### src/rtl/ipm_mask.sv
// ---------------------------------------------------------------------------
// ipm_mask -- Inner-Product-Masking encoder over GF(2^8) (AES polynomial 0x11B)
//
// Splits one secret byte into an N-share vector (M0, M1, ..., M(N-1)) such
// that XOR_k gfmul(L[k], Mk) == secret, with L = {1, 27, 250, 188}.
// The shares M1..M(N-1) are the fresh random bytes. The block computes
// M0 = secret ^ XOR_{k>=1} gfmul(L[k], Mk) by iterating one shared GF
// multiplier over N-1 accumulate cycles. The output vector is in the operand
// format expected by the downstream IPM multiplier stage.
//
// Parameters:
//   N          number of shares, legal range 2..4
//   LFSR_SEED  initial state of the internal LFSR (optional feature only)
//   WIDTH      N*8, width of the share vector (derived)
//
// Ports:
//   clk_i      clock
//   reset_i    asynchronous active-high reset
//   start_i    request pulse, accepted only while idle
//   secret_i   secret byte to mask
//   rnd_i      random shares M1..M(N-1), M1 in the MSBs
//   busy_o     high whenever the encoder is not idle
//   result_o   masked vector, share 0 in the MSBs, held until the next result
//   valid_o    one-cycle pulse, result_o updated in the same cycle
//
// Optional feature (macro IPM_MASK_LFSR_EN):
//   When defined, a 32-bit Galois LFSR (taps 0x80200003) seeded with
//   LFSR_SEED free-runs every cycle and supplies the random shares on
//   accept; rnd_i is then ignored but kept on the interface.
//
// Timing: start_i sampled at edge 0 -> ACC during cycles 1..N-1 -> valid_o
// and the new result_o during cycle N -> idle again in cycle N+1.
// ---------------------------------------------------------------------------
module ipm_mask #(
  parameter int          N         = 4,
  parameter logic [31:0] LFSR_SEED = 32'hACE1_2024,
  localparam int         WIDTH     = N * 8
) (
  input  logic             clk_i,
  input  logic             reset_i,
  input  logic             start_i,
  input  logic [7:0]       secret_i,
  input  logic [WIDTH-9:0] rnd_i,
  output logic             busy_o,
  output logic [WIDTH-1:0] result_o,
  output logic             valid_o
);

  // Share index counter width: enough to hold N-1, never narrower than 1 bit.
  localparam int KW = (N > 1) ? $clog2(N) : 1;

  typedef enum logic [1:0] {
    IDLE = 2'd0,
    ACC  = 2'd1,
    DONE = 2'd2
  } state_t;

  // -------------------------------------------------------------------------
  // GF(2^8) helpers
  // -------------------------------------------------------------------------

  // Shift-and-add multiply, reducing by x^8 = x^4 + x^3 + x + 1 (0x1B)
  // after every doubling of the running multiplicand.
  function automatic logic [7:0] gf_mul(input logic [7:0] a, input logic [7:0] b);
    logic [7:0] prod;
    logic [7:0] x;
    prod = 8'h00;
    x    = a;
    for (int i = 0; i < 8; i++) begin
      if (b[i]) begin
        prod = prod ^ x;
      end
      x = x[7] ? ({x[6:0], 1'b0} ^ 8'h1B) : {x[6:0], 1'b0};
    end
    return prod;
  endfunction

  // Public IPM coefficient vector L. Entry 0 is unity so share 0 enters the
  // inner product unchanged.
  function automatic logic [7:0] l_coef(input logic [1:0] idx);
    logic [7:0] c;
    case (idx)
      2'd0:    c = 8'h01;
      2'd1:    c = 8'h1B;
      2'd2:    c = 8'hFA;
      default: c = 8'hBC;
    endcase
    return c;
  endfunction

  // -------------------------------------------------------------------------
  // Registers
  // -------------------------------------------------------------------------
  state_t           state_reg;
  state_t           state_next;
  logic [KW-1:0]    k_reg;
  logic [7:0]       acc_reg;
  logic [7:0]       secret_reg;
  logic [WIDTH-9:0] rnd_reg;
  logic [WIDTH-1:0] result_reg;

  // Source of the random shares latched on accept.
  logic [WIDTH-9:0] rnd_src;

`ifdef IPM_MASK_LFSR_EN
  // Galois LFSR: shift right, fold the tap mask in when the bit shifted out
  // is 1. A non-zero seed can never reach the all-zero lock-up state.
  localparam logic [31:0] LFSR_TAPS = 32'h8020_0003;

  logic [31:0] lfsr_reg;
  logic [31:0] lfsr_next;
  logic        unused_rnd;

  always_comb begin
    lfsr_next = {1'b0, lfsr_reg[31:1]};
    if (lfsr_reg[0]) begin
      lfsr_next = lfsr_next ^ LFSR_TAPS;
    end
  end

  always_ff @(posedge clk_i or posedge reset_i) begin
    if (reset_i) begin
      lfsr_reg <= LFSR_SEED;
    end else begin
      lfsr_reg <= lfsr_next;
    end
  end

  assign rnd_src    = lfsr_reg[WIDTH-9:0];
  // rnd_i stays on the port list for interface compatibility only.
  assign unused_rnd = ^rnd_i;
`else
  logic unused_seed;

  assign rnd_src     = rnd_i;
  // The seed only matters when the LFSR is built in.
  assign unused_seed = ^LFSR_SEED;
`endif

  // -------------------------------------------------------------------------
  // Byte view of the latched random shares: rnd_byte[j] holds share j+1.
  // -------------------------------------------------------------------------
  logic [7:0] rnd_byte [N-1];

  genvar gi;
  generate
    for (gi = 0; gi < N - 1; gi++) begin : g_rnd_byte
      assign rnd_byte[gi] = rnd_reg[WIDTH-9-8*gi -: 8];
    end
  endgenerate

  // -------------------------------------------------------------------------
  // Shared multiplier: both operands come from registers only (k_reg and
  // rnd_reg), so there is no combinational path from any input to the
  // multiplier or to the outputs.
  // -------------------------------------------------------------------------
  logic [7:0] rnd_sel;
  logic [1:0] l_idx;
  logic [7:0] mul_out;
  logic [7:0] acc_next;
  logic       last_k;

  always_comb begin
    rnd_sel = 8'h00;
    for (int j = 0; j < N - 1; j++) begin
      if (k_reg == KW'(j + 1)) begin
        rnd_sel = rnd_byte[j];
      end
    end
  end

  assign l_idx    = 2'(k_reg);
  assign mul_out  = gf_mul(l_coef(l_idx), rnd_sel);
  assign acc_next = acc_reg ^ mul_out;
  assign last_k   = (k_reg == KW'(N - 1));

  // -------------------------------------------------------------------------
  // FSM: state register
  // -------------------------------------------------------------------------
  always_ff @(posedge clk_i or posedge reset_i) begin
    if (reset_i) begin
      state_reg <= IDLE;
    end else begin
      state_reg <= state_next;
    end
  end

  // -------------------------------------------------------------------------
  // FSM: next-state logic
  // -------------------------------------------------------------------------
  always_comb begin
    state_next = state_reg;
    case (state_reg)
      IDLE: begin
        if (start_i) begin
          state_next = ACC;
        end
      end
      ACC: begin
        if (last_k) begin
          state_next = DONE;
        end
      end
      DONE: begin
        // Requests seen here are dropped; the next one is taken in IDLE.
        state_next = IDLE;
      end
      default: begin
        state_next = IDLE;
      end
    endcase
  end

  // -------------------------------------------------------------------------
  // FSM: outputs
  // -------------------------------------------------------------------------
  always_comb begin
    busy_o  = (state_reg != IDLE);
    valid_o = (state_reg == DONE);
  end

  // -------------------------------------------------------------------------
  // Datapath
  // -------------------------------------------------------------------------
  always_ff @(posedge clk_i or posedge reset_i) begin
    if (reset_i) begin
      k_reg      <= '0;
      acc_reg    <= 8'h00;
      secret_reg <= 8'h00;
      rnd_reg    <= '0;
      result_reg <= '0;
    end else begin
      case (state_reg)
        IDLE: begin
          if (start_i) begin
            secret_reg <= secret_i;
            rnd_reg    <= rnd_src;
            acc_reg    <= 8'h00;
            k_reg      <= KW'(1);
          end
        end
        ACC: begin
          acc_reg <= acc_next;
          if (last_k) begin
            // Load the result on the edge that enters DONE so result_o and
            // valid_o change together; k parks at 0 instead of wrapping.
            result_reg <= {secret_reg ^ acc_next, rnd_reg};
            k_reg      <= '0;
          end else begin
            k_reg <= k_reg + KW'(1);
          end
        end
        default: begin
          // DONE: all operands and the result simply hold.
        end
      endcase
    end
  end

  assign result_o = result_reg;

endmodule
### config.mk
export PLATFORM = sky130hd
export DESIGN_NAME = ipm_mask
export DESIGN_NICKNAME = d
export VERILOG_FILES = /design/src/rtl/ipm_mask.sv
export SDC_FILE = /design/constraint.sdc
export NUM_CORES = 1
export LEC_CHECK = 0
export BUFFER_PORTS_ARGS = -buffer_cell sky130_fd_sc_hd__buf_2
export CORE_ASPECT_RATIO = 1.75
export CORE_MARGIN = 4
export CORE_UTILIZATION = 33
export DETAILED_ROUTE_END_ITERATION = 10
export PLACE_DENSITY_LB_ADDON = 0.1
export SYNTH_ARGS = -nofsm -noshare
export SYNTH_HDL_FRONTEND = slang
export SYNTH_SLANG_ARGS = --single-unit
### constraint.sdc
create_clock -name clk_i -period 3 [get_ports clk_i]
set_input_delay 0.3 -clock clk_i [delete_from_list [all_inputs] [get_ports clk_i]]
set_output_delay 0.3 -clock clk_i [all_outputs]
set_load 0.05 [all_outputs]
==> reports/qor.tcl, run 1 <==
set qor(max_cap_violations) 0
set qor(pre_cts_ws_ns) 0.1095
set qor(synthesis.area_sq_um) 4348
set qor(clock-sinks) 76
set qor(initialDrtViolationCount) 109
set qor(post_synth_inst_count) 385
set qor(yosys_most_used_dff) {dfrtp_1}
set qor(nets) 508
set qor(clock_tree.buffer_depth) 2
set qor(clock_tree.root_cell) {clkbuf_16}
set qor(synth.net_count) 428
set qor(start_util_pct) 33.61
set qor(clkTransAtPathRegs_ns) 0.06
set qor(post_route_worst_setup_slack_ns) 0.2395
set qor(drt_first_pass_iters) 4
set qor(synth-warning-count) 0
set qor(number_of_buffers_created_by_cts) 9
set qor(max_freq_mhz) 362.3
set qor(fillCellCount) 1361
set qor(worst_max_slew_pin_slew_ns) 0.8507
set qor(route.detailed.wl_per_inst_um) 17.60
set qor(synth_top_cell_area_share_pct) 43.74
set qor(design.core.area_sq_um) 12940
set qor(synth_seq_area_share_pct) 43.74
set qor(grt_most_used_layer) {met2}
set qor(floorplan.die.width_um) 94.77
set qor(biggest_area_contributors_in_the_synthesized_netlist) {dfrtp_1, mux2_2, xnor2_1}
set qor(groute.layer.met3.usage_pct) 3.205
set qor(largest_reg_flops) 32
set qor(synthDominantAreaCellType) {dfrtp_1}
set qor(worst_r2r_path_depth) 10
set qor(fin_crit_ns) 2.761
set qor(regToRegEndpoint) {result_o[28]}
set qor(maximum_number_of_pins_on_one_net_before_global_route_repair) 45
set qor(cts_max_level) 3
set qor(post-route-drc-count) 0
set qor(worst_skew_pair.late_latency_ns) 0.34
set qor(post_route_cells_drive_above_1_share_pct) 37.45
set qor(status) {finished, final reports clean}
set qor(grt_antenna_before_repair) 0
set qor(vias_in_the_first_global_route) 3137
set qor(combined_area_of_the_multi_input_logic_cells_sq_um) 2325
set qor(timing.clock.skew_ns) 0.01362
set qor(fp.dieArea_sq_um) 15150
set qor(timing.critical_path.slowest_cell_delay_ns) 0.38
set qor(grt-ovfl-total) 0
set qor(crit_path_cell_trace) {inv_1, ha_1, buf_4, nand3b_1, a22o_1, xor2_1, nor2_1, xnor2_1, xor3_1, mux2_2}
set qor(path_class) {reg -> reg}
set qor(number_of_buffer_cells_added_on_primary_ports) 68
set qor(worst_reg2reg_startpoint) {k_reg[0]}
set qor(async_set_reset_flop_share_out_of_synthesis_pct) 100.0
set qor(rsz0062_at_grt) {false}
set qor(ys_types) 47
set qor(finalHoldWorstSlack_ns) 0.01194
set qor(seq_area_sq_um) 1902
set qor(area.growth.synth_to_final_pct) 22.47
set qor(use_met2_pct) 28.01
set qor(syn_area_per_cell_sq_um) 11.29
set qor(gp_routability_congestion) 0.8979
set qor(finalHoldViolCount) 0
set qor(type_of_element_launching_the_critical_path) {flip-flop}
set qor(drv_slew) 0
set qor(first_pass_grt_wire_length_um) 17890
set qor(setup-tns-final_ns) 0
set qor(wl_um) 11280
set qor(layout_common_cells) {dfrtp_1, buf_2, mux2_2, nand2_1, xnor2_1}
set qor(n_antenna_cell) 0
set qor(finalSetupViolations) 0
set qor(worst_hold_path_type) {in -> async}
set qor(ant_nets) 0
set qor(chipHeight_um) 159.8
set qor(slew_headroom_pct) 43.29
set qor(startpoint) {k_reg[0]}
set qor(cts_tree) {built}
set qor(crit_arrival_ns) 2.98
set qor(min_period_over_period_pct) 92.02
set qor(postLayoutCoreUtil_pct) 41.16
set qor(io_count) 69
set qor(final_common_cell) {dfrtp_1}
set qor(hold_buffers) 0
set qor(post_cts_buffers) 0
set qor(crit_path_top_delay_cell) {dfrtp_1}
set qor(yosys_register_bits) 76
set qor(std_cell_rows) 55
set qor(detailed_place_hpwl_um) 8696
set qor(cts-resized-gates) 0
set qor(groute.usage.overall_pct) 15.73
set qor(timing.critical_path.fanout_max) 9
set qor(worstSetupEndpoint) {result_o[28]}
set qor(regToRegSetupSlack_ns) 0.24
set qor(synth_enable_flop_cells) 0
set qor(vias_per_cell) 4.807
set qor(worst-endpoint-required_ns) 3.22
set qor(critPathCaptureType) {flip-flop}
set qor(groute.layer.met1.usage_pct) 18.27
set qor(vias) 3081
-- area by class of cell --
class                           instances  share of cell area (%)
Clock buffer                           11                   4.746
Clock inverter                          5                   1.222
Inverter                                8                  0.5874
Multi-Input combinational cell        281                   43.66
Sequential cell                        76                   35.71
Tap cell                              171                   4.018
Timing Repair Buffer                   89                   10.06
-- cells by family after synthesis --
| kind of cell | count (synthesis) | share of synthesized area [%] |
|---|---|---|
| AO/OA/AOI/OAI | 67 | 10.39 |
| XOR/XNOR | 58 | 15.37 |
| adder cells (fa/ha/maj) | 8 | 2.302 |
| buffers and inverters | 28 | 3.021 |
| flip-flops | 76 | 43.74 |
| multiplexers | 59 | 15.19 |
| AND/OR/NAND/NOR | 89 | 9.986 |
-- cell usage after synthesis, types with 10 or more instances --
cell type / number
xor2_1: 13
o22ai_1: 10
clkbuf_1: 12
nand2_1: 40
nor2b_1: 10
a21oi_1: 10
mux2_2: 56
nor2_1: 14
xnor2_1: 33
xnor3_1: 10
dfrtp_1: 76
o21ai_1: 13
-- worst max-delay path: cells and delay by family, from the launching register on --
kind / cells / cell delay [ns]
multiplexers: 1 / 0.26
buffers and inverters: 2 / 0.35
XOR/XNOR: 3 / 0.81
AO/OA/AOI/OAI: 1 / 0.29
AND/OR/NAND/NOR: 2 / 0.19
flip-flops: 1 / 0.38
adder cells (fa/ha/maj): 1 / 0.36
-- worst min path at each step --
| stage | start | depth (start not counted) | end |
|---|---|---|---|
| after floorplan | rnd_i[0] | 2 | rnd_byte[0] |
| after global placement | reset_i | 2 | result_o[6] |
| after detailed placement | reset_i | 2 | result_o[6] |
| after CTS | reset_i | 2 | result_o[6] |
| after global routing | reset_i | 2 | result_o[3] |
| final | reset_i | 2 | result_o[6] |
-- per-layer routing --
metal  share of wire, %  up-vias
li1                   -     1492
met1                 40     1516
met2                 54       59
met3                2.9       14
met4                2.3        0
met5                  0        -
-- through the flow --
step	instance area (sq um)	cells
2_1_floorplan	4348	385
3_3_place_gp	5005	625
3_5_place_dp	5005	625
4_1_cts	5323	641
5_1_grt	5325	641
6_report	5325	641
Power of run 1 is not shown: default switching activity piles up to over one toggle a cycle in this logic, so the estimate is an artifact.
==> inputs of run 2 (changes only) <==
HOLD_SLACK_MARGIN = 0.05   (was not set)
RECOVER_POWER = 50   (was not set)
==> reports/qor.tcl, run 2 (synthesis results as in run 1) <==
set qor(finalSetupViolations) 0 ;# unchanged
set qor(clkTransAtPathRegs_ns) 0.07 ;# about the same
set qor(route.detailed.wl_per_inst_um) 17.67 ;# +0.43%
set qor(fin_crit_ns) 2.781 ;# +0.02066 ns
set qor(violations_in_the_final_reports) {capacitance limit, slew limit}
set qor(clock_tree.root_cell) {clkbuf_16}
set qor(seq_area_sq_um) 1902 ;# unchanged
set qor(wl_um) 11350 ;# +0.59%
set qor(max_freq_mhz) 359.6 ;# -0.74%
set qor(finalHoldViolCount) 0 ;# unchanged
set qor(timing.critical_path.fanout_max) 9 ;# unchanged
set qor(number_of_buffers_created_by_cts) 9 ;# unchanged
set qor(maximum_number_of_pins_on_one_net_before_global_route_repair) 45 ;# unchanged
set qor(n_antenna_cell) 0 ;# unchanged
set qor(post_route_cells_drive_above_1_share_pct) 30.57 ;# -6.9 points
set qor(worst_max_slew_pin_slew_ns) 1.585 ;# +0.7343 ns
set qor(final_common_cell) {dfrtp_1}
set qor(post_cts_buffers) 0 ;# unchanged
set qor(nets) 509 ;# +0.20%
set qor(worstSetupEndpoint) {result_o[28]}
set qor(grt_antenna_before_repair) 0 ;# unchanged
set qor(grt-ovfl-total) 0 ;# unchanged
set qor(combined_area_of_the_multi_input_logic_cells_sq_um) 2325 ;# unchanged
set qor(vias) 3092 ;# +0.36%
set qor(worst_r2r_path_depth) 10 ;# unchanged
set qor(worst-endpoint-required_ns) 3.22 ;# about the same
set qor(drv_slew) 33 ;# +33
set qor(fp.dieArea_sq_um) 15150 ;# unchanged
set qor(startpoint) {k_reg[0]}
set qor(setup-tns-final_ns) 0 ;# unchanged
set qor(largest_reg_flops) 32 ;# unchanged
set qor(worst_reg2reg_startpoint) {k_reg[0]}
set qor(status) {finished, violations left}
set qor(max_cap_violations) 1 ;# +1
set qor(number_of_buffer_cells_added_on_primary_ports) 68 ;# unchanged
set qor(initialDrtViolationCount) 107 ;# -1.8%
set qor(design.core.area_sq_um) 12940 ;# unchanged
set qor(start_util_pct) 33.61 ;# unchanged
set qor(crit_path_top_delay_cell) {dfrtp_1}
set qor(critPathCaptureType) {flip-flop}
set qor(fillCellCount) 1374 ;# +0.96%
set qor(post-route-drc-count) 0 ;# unchanged
set qor(clock-sinks) 76 ;# unchanged
set qor(cts_max_level) 3 ;# unchanged
set qor(regToRegEndpoint) {result_o[28]}
set qor(chipHeight_um) 159.8 ;# unchanged
set qor(groute.usage.overall_pct) 15.74 ;# about the same
set qor(cts_tree) {built}
set qor(ant_nets) 0 ;# unchanged
set qor(crit_path_cell_trace) {inv_1, ha_1, buf_4, nand3b_1, a22o_1, xor2_1, nor2_1, xnor2_1, xor3_1, mux2_2}
set qor(layout_common_cells) {dfrtp_1, mux2_2, nand2_1, buf_2, xnor2_1}
set qor(detailed_place_hpwl_um) 8696 ;# unchanged
set qor(floorplan.die.width_um) 94.77 ;# unchanged
set qor(rsz0062_at_grt) {false}
set qor(regToRegSetupSlack_ns) 0.22 ;# -0.02 ns
set qor(io_count) 69 ;# unchanged
set qor(drt_first_pass_iters) 5 ;# +1
set qor(vias_in_the_first_global_route) 3140 ;# +0.096%
set qor(path_class) {reg -> reg}
set qor(area.growth.synth_to_final_pct) 21.78
set qor(timing.clock.skew_ns) 0.01359 ;# -0.00002490 ns
set qor(vias_per_cell) 4.816 ;# +0.20%
set qor(first_pass_grt_wire_length_um) 17910 ;# about the same
set qor(type_of_element_launching_the_critical_path) {flip-flop}
set qor(slew_headroom_pct) -6.242 ;# -50 points
set qor(clock_tree.buffer_depth) 2 ;# unchanged
set qor(worst_skew_pair.late_latency_ns) 0.34 ;# about the same
set qor(timing.critical_path.slowest_cell_delay_ns) 0.38 ;# about the same
set qor(min_period_over_period_pct) 92.71 ;# +0.69 points
set qor(worst_hold_path_type) {in -> reg}
set qor(std_cell_rows) 55 ;# unchanged
set qor(gp_routability_congestion) 0.8979 ;# unchanged
set qor(crit_arrival_ns) 3.00 ;# +0.02 ns
[run 2: changes by cell type in the layout (fill, tap and decap cells not counted)]
cell | before | now
clkinvlp_2 | 0 | 1
clkbuf_1 | 0 | 32
clkinv_2 | 1 | 0
buf_2 | 68 | 36
dlygate4sd3_1 | 0 | 1
[run 2: how the worst min path moves through the flow]
stage / from / endpoint / cells after the start
finish: rnd_i[0] / rnd_byte[0] / 3
global route: rnd_i[18] / rnd_byte[18] / 2
CTS: rnd_i[0] / rnd_byte[0] / 3
detailed placement: reset_i / result_o[6] / 2
global placement: reset_i / result_o[6] / 2
floorplan: rnd_i[0] / rnd_byte[0] / 2
[run 2: final cells by class]
class | count | area share [%]
multi-input cells | 281 | 43.90
flip-flops and latches | 76 | 35.92
inverters | 8 | 0.5907
clock buffers | 11 | 4.773
well taps | 171 | 4.041
clock inverters | 5 | 1.229
repair buffers | 90 | 9.546
[run 2: critical path, delay by kind of cell, from the launching register on]
kind	cells	cell delay (ns)
flip-flops	1	0.38
buffers and inverters	2	0.35
adder cells (fa/ha/maj)	1	0.36
XOR/XNOR	3	0.83
AND/OR/NAND/NOR	2	0.20
multiplexers	1	0.26
AO/OA/AOI/OAI	1	0.29
[run 2: per-stage QoR]
stage / area, sq um / instances / hold slack, ns / util, % / setup WS, ns
6_report: 5295 / 642 / 0.1805 / 40.93 / 0.2188
5_1_grt: 5295 / 642 / 0.1759 / 40.93 / 0.03785
4_1_cts: 5333 / 642 / 0.1736 / 41.22 / 0.09520
3_5_place_dp: 5005 / 625 / 0.4056 / 38.68 / 0.1095
3_3_place_gp: 5005 / 625 / 0.3965 / 38.68 / 0.2053
2_1_floorplan: 4348 / 385 / 0.4168 / - / 0.4229
[run 2: metal layers]
layer	vias to the layer above	part of all wire, %	track usage [%]
li1	1496	-	-
met1	1517	40	18.30
met2	65	54	28.01
met3	14	3.0	3.205
met4	0	2.3	5.519
met5	-	0	0
[run 2: timing repair]
item,CTS,global route
resized for setup,0,1
endpoints found under the hold margin,26,0
endpoints found under the setup margin,0,5
hold buffers,1,0
Power of run 2 is left out for the same reason.
==> inputs of run 3 (changes only) <==
CORE_UTILIZATION = 57   (was 33)
==> reports/qor.tcl, run 3 (synthesis results as in run 1) <==
set qor(status) {finished, final reports clean}
set qor(type_of_element_launching_the_critical_path) {flip-flop}
set qor(timing.critical_path.fanout_max) 25 ;# +16
set qor(worst-endpoint-required_ns) 3.22 ;# about the same
set qor(worst_reg2reg_startpoint) {k_reg[0]}
set qor(fp.dieArea_sq_um) 9144 ;# -40%
set qor(postLayoutCoreUtil_pct) 69.79 ;# +29 points
set qor(post_cts_buffers) 0 ;# unchanged
set qor(number_of_buffer_cells_added_on_primary_ports) 68 ;# unchanged
set qor(largest_reg_flops) 32 ;# unchanged
set qor(number_of_buffers_created_by_cts) 9 ;# unchanged
set qor(clock_tree.root_cell) {clkbuf_16}
set qor(clkTransAtPathRegs_ns) 0.06 ;# about the same
set qor(path_class) {reg -> reg}
set qor(vias_in_the_first_global_route) 3225 ;# +2.7%
set qor(grt_antenna_before_repair) 0 ;# unchanged
set qor(worstHoldPathCells) 3 ;# unchanged
set qor(post-route-drc-count) 0 ;# unchanged
set qor(gp_routability_congestion) 0.9215 ;# +2.6%
set qor(io_count) 69 ;# unchanged
set qor(setup-tns-final_ns) 0 ;# unchanged
set qor(max_freq_mhz) 357.3 ;# -0.63%
set qor(first_pass_grt_wire_length_um) 15970 ;# -11%
set qor(std_cell_rows) 41 ;# -25%
set qor(rsz0062_at_grt) {false}
set qor(finalHoldViolCount) 0 ;# unchanged
set qor(route.detailed.wl_per_inst_um) 17.45 ;# -1.2%
set qor(worst_hold_path_type) {in -> reg}
set qor(crit_arrival_ns) 3.02 ;# +0.02 ns
set qor(design.core.area_sq_um) 7336 ;# -43%
set qor(final_common_cell) {dfrtp_1}
set qor(vias) 3088 ;# -0.13%
set qor(cts_max_level) 3 ;# unchanged
set qor(fin_crit_ns) 2.799 ;# +0.01767 ns
set qor(maximum_number_of_pins_on_one_net_before_global_route_repair) 43 ;# -4.4%
set qor(groute.usage.overall_pct) 23.62 ;# +7.9 points
set qor(cts_tree) {built}
set qor(slew_headroom_pct) 14.82 ;# +21 points
set qor(worst_skew_pair.late_latency_ns) 0.34 ;# about the same
set qor(ant_nets) 0 ;# unchanged
set qor(vias_per_cell) 5.625 ;# +17%
set qor(initialDrtViolationCount) 146 ;# +36%
set qor(hp-start) {rnd_i[0]}
set qor(critPathCaptureType) {flip-flop}
set qor(drv_slew) 0 ;# -100%
set qor(finalSetupViolations) 0 ;# unchanged
set qor(min_period_over_period_pct) 93.29 ;# +0.59 points
set qor(worst_max_slew_pin_slew_ns) 1.278 ;# -0.3072 ns
set qor(floorplan.die.width_um) 74.02 ;# -22%
set qor(worst_r2r_path_depth) 10 ;# unchanged
set qor(area.growth.synth_to_final_pct) 17.76
set qor(grt-ovfl-total) 0 ;# unchanged
set qor(timing.clock.skew_ns) 0.004689 ;# -0.008904 ns
set qor(detailed_place_hpwl_um) 7303 ;# -16%
set qor(max_cap_violations) 0 ;# -1
set qor(startpoint) {k_reg[0]}
set qor(layout_common_cells) {dfrtp_1, mux2_2, nand2_1, buf_2}
set qor(start_util_pct) 59.27 ;# +26 points
set qor(chipHeight_um) 123.5 ;# -23%
set qor(n_antenna_cell) 0 ;# unchanged
set qor(drt_first_pass_iters) 5 ;# unchanged
set qor(post_route_cells_drive_above_1_share_pct) 28.94 ;# -1.6 points
set qor(clock-sinks) 76 ;# unchanged
set qor(nets) 501 ;# -1.6%
set qor(wl_um) 9581 ;# -16%
set qor(clock_tree.buffer_depth) 2 ;# unchanged
run 3: final timing paths:
check,slack (ns),to
setup / recovery,0.20,result_o[24]
hold / removal,0.19,rnd_byte[0]
setup reg to reg,0.20,result_o[24]
hold reg to reg,0.48,result_o[25]
max in group asynchronous,0.59,secret_reg[1]
min in group asynchronous,0.72,rnd_byte[0]
run 3: cell type report:
type,count,area [sq um]
well taps,86,107.6
fillers,604,2216
inverters,8,30.03
multi-input cells,281,2325
clock buffers,9,225.2
repair buffers,82,439.2
clock inverters,7,91.34
flip-flops and latches,76,1902
run 3: what timing repair did:
action,in CTS,in global routing
setup endpoints to repair,0,4
hold buffers,1,0
gates resized for setup,0,2
hold endpoints to repair,24,0
run 3: critical path, stage by stage, from the launching register on:
cell     delay, ns
dfrtp_1       0.45
inv_1         0.16
ha_1          0.21
buf_12        0.16
nand2_1       0.10
o21ai_1       0.22
xnor3_1       0.37
xnor3_1       0.35
xnor3_1       0.43
xor2_1        0.17
o21ai_1       0.07
run 3: per-layer routing:
metal	routed length [um]	share of wire [%]	track usage [%]
met1	3885	41	27.96
met2	5024	52	40.17
met3	361	3.8	4.882
met4	308	3.2	11.11
met5	0	0	0
run 3: through the flow:
stage               hold slack, ns  setup slack (ns)  instances  cell area, sq um
finish                      0.1883            0.2012        549              5120
global route                0.1922           0.01221        549              5120
CTS                         0.1853           0.07457        549              5164
detailed placement          0.3641            0.1262        532              4837
global placement            0.3666            0.2426        532              4837
floorplan                   0.4168            0.4229        385              4348
Power of run 3 is left out for the same reason.
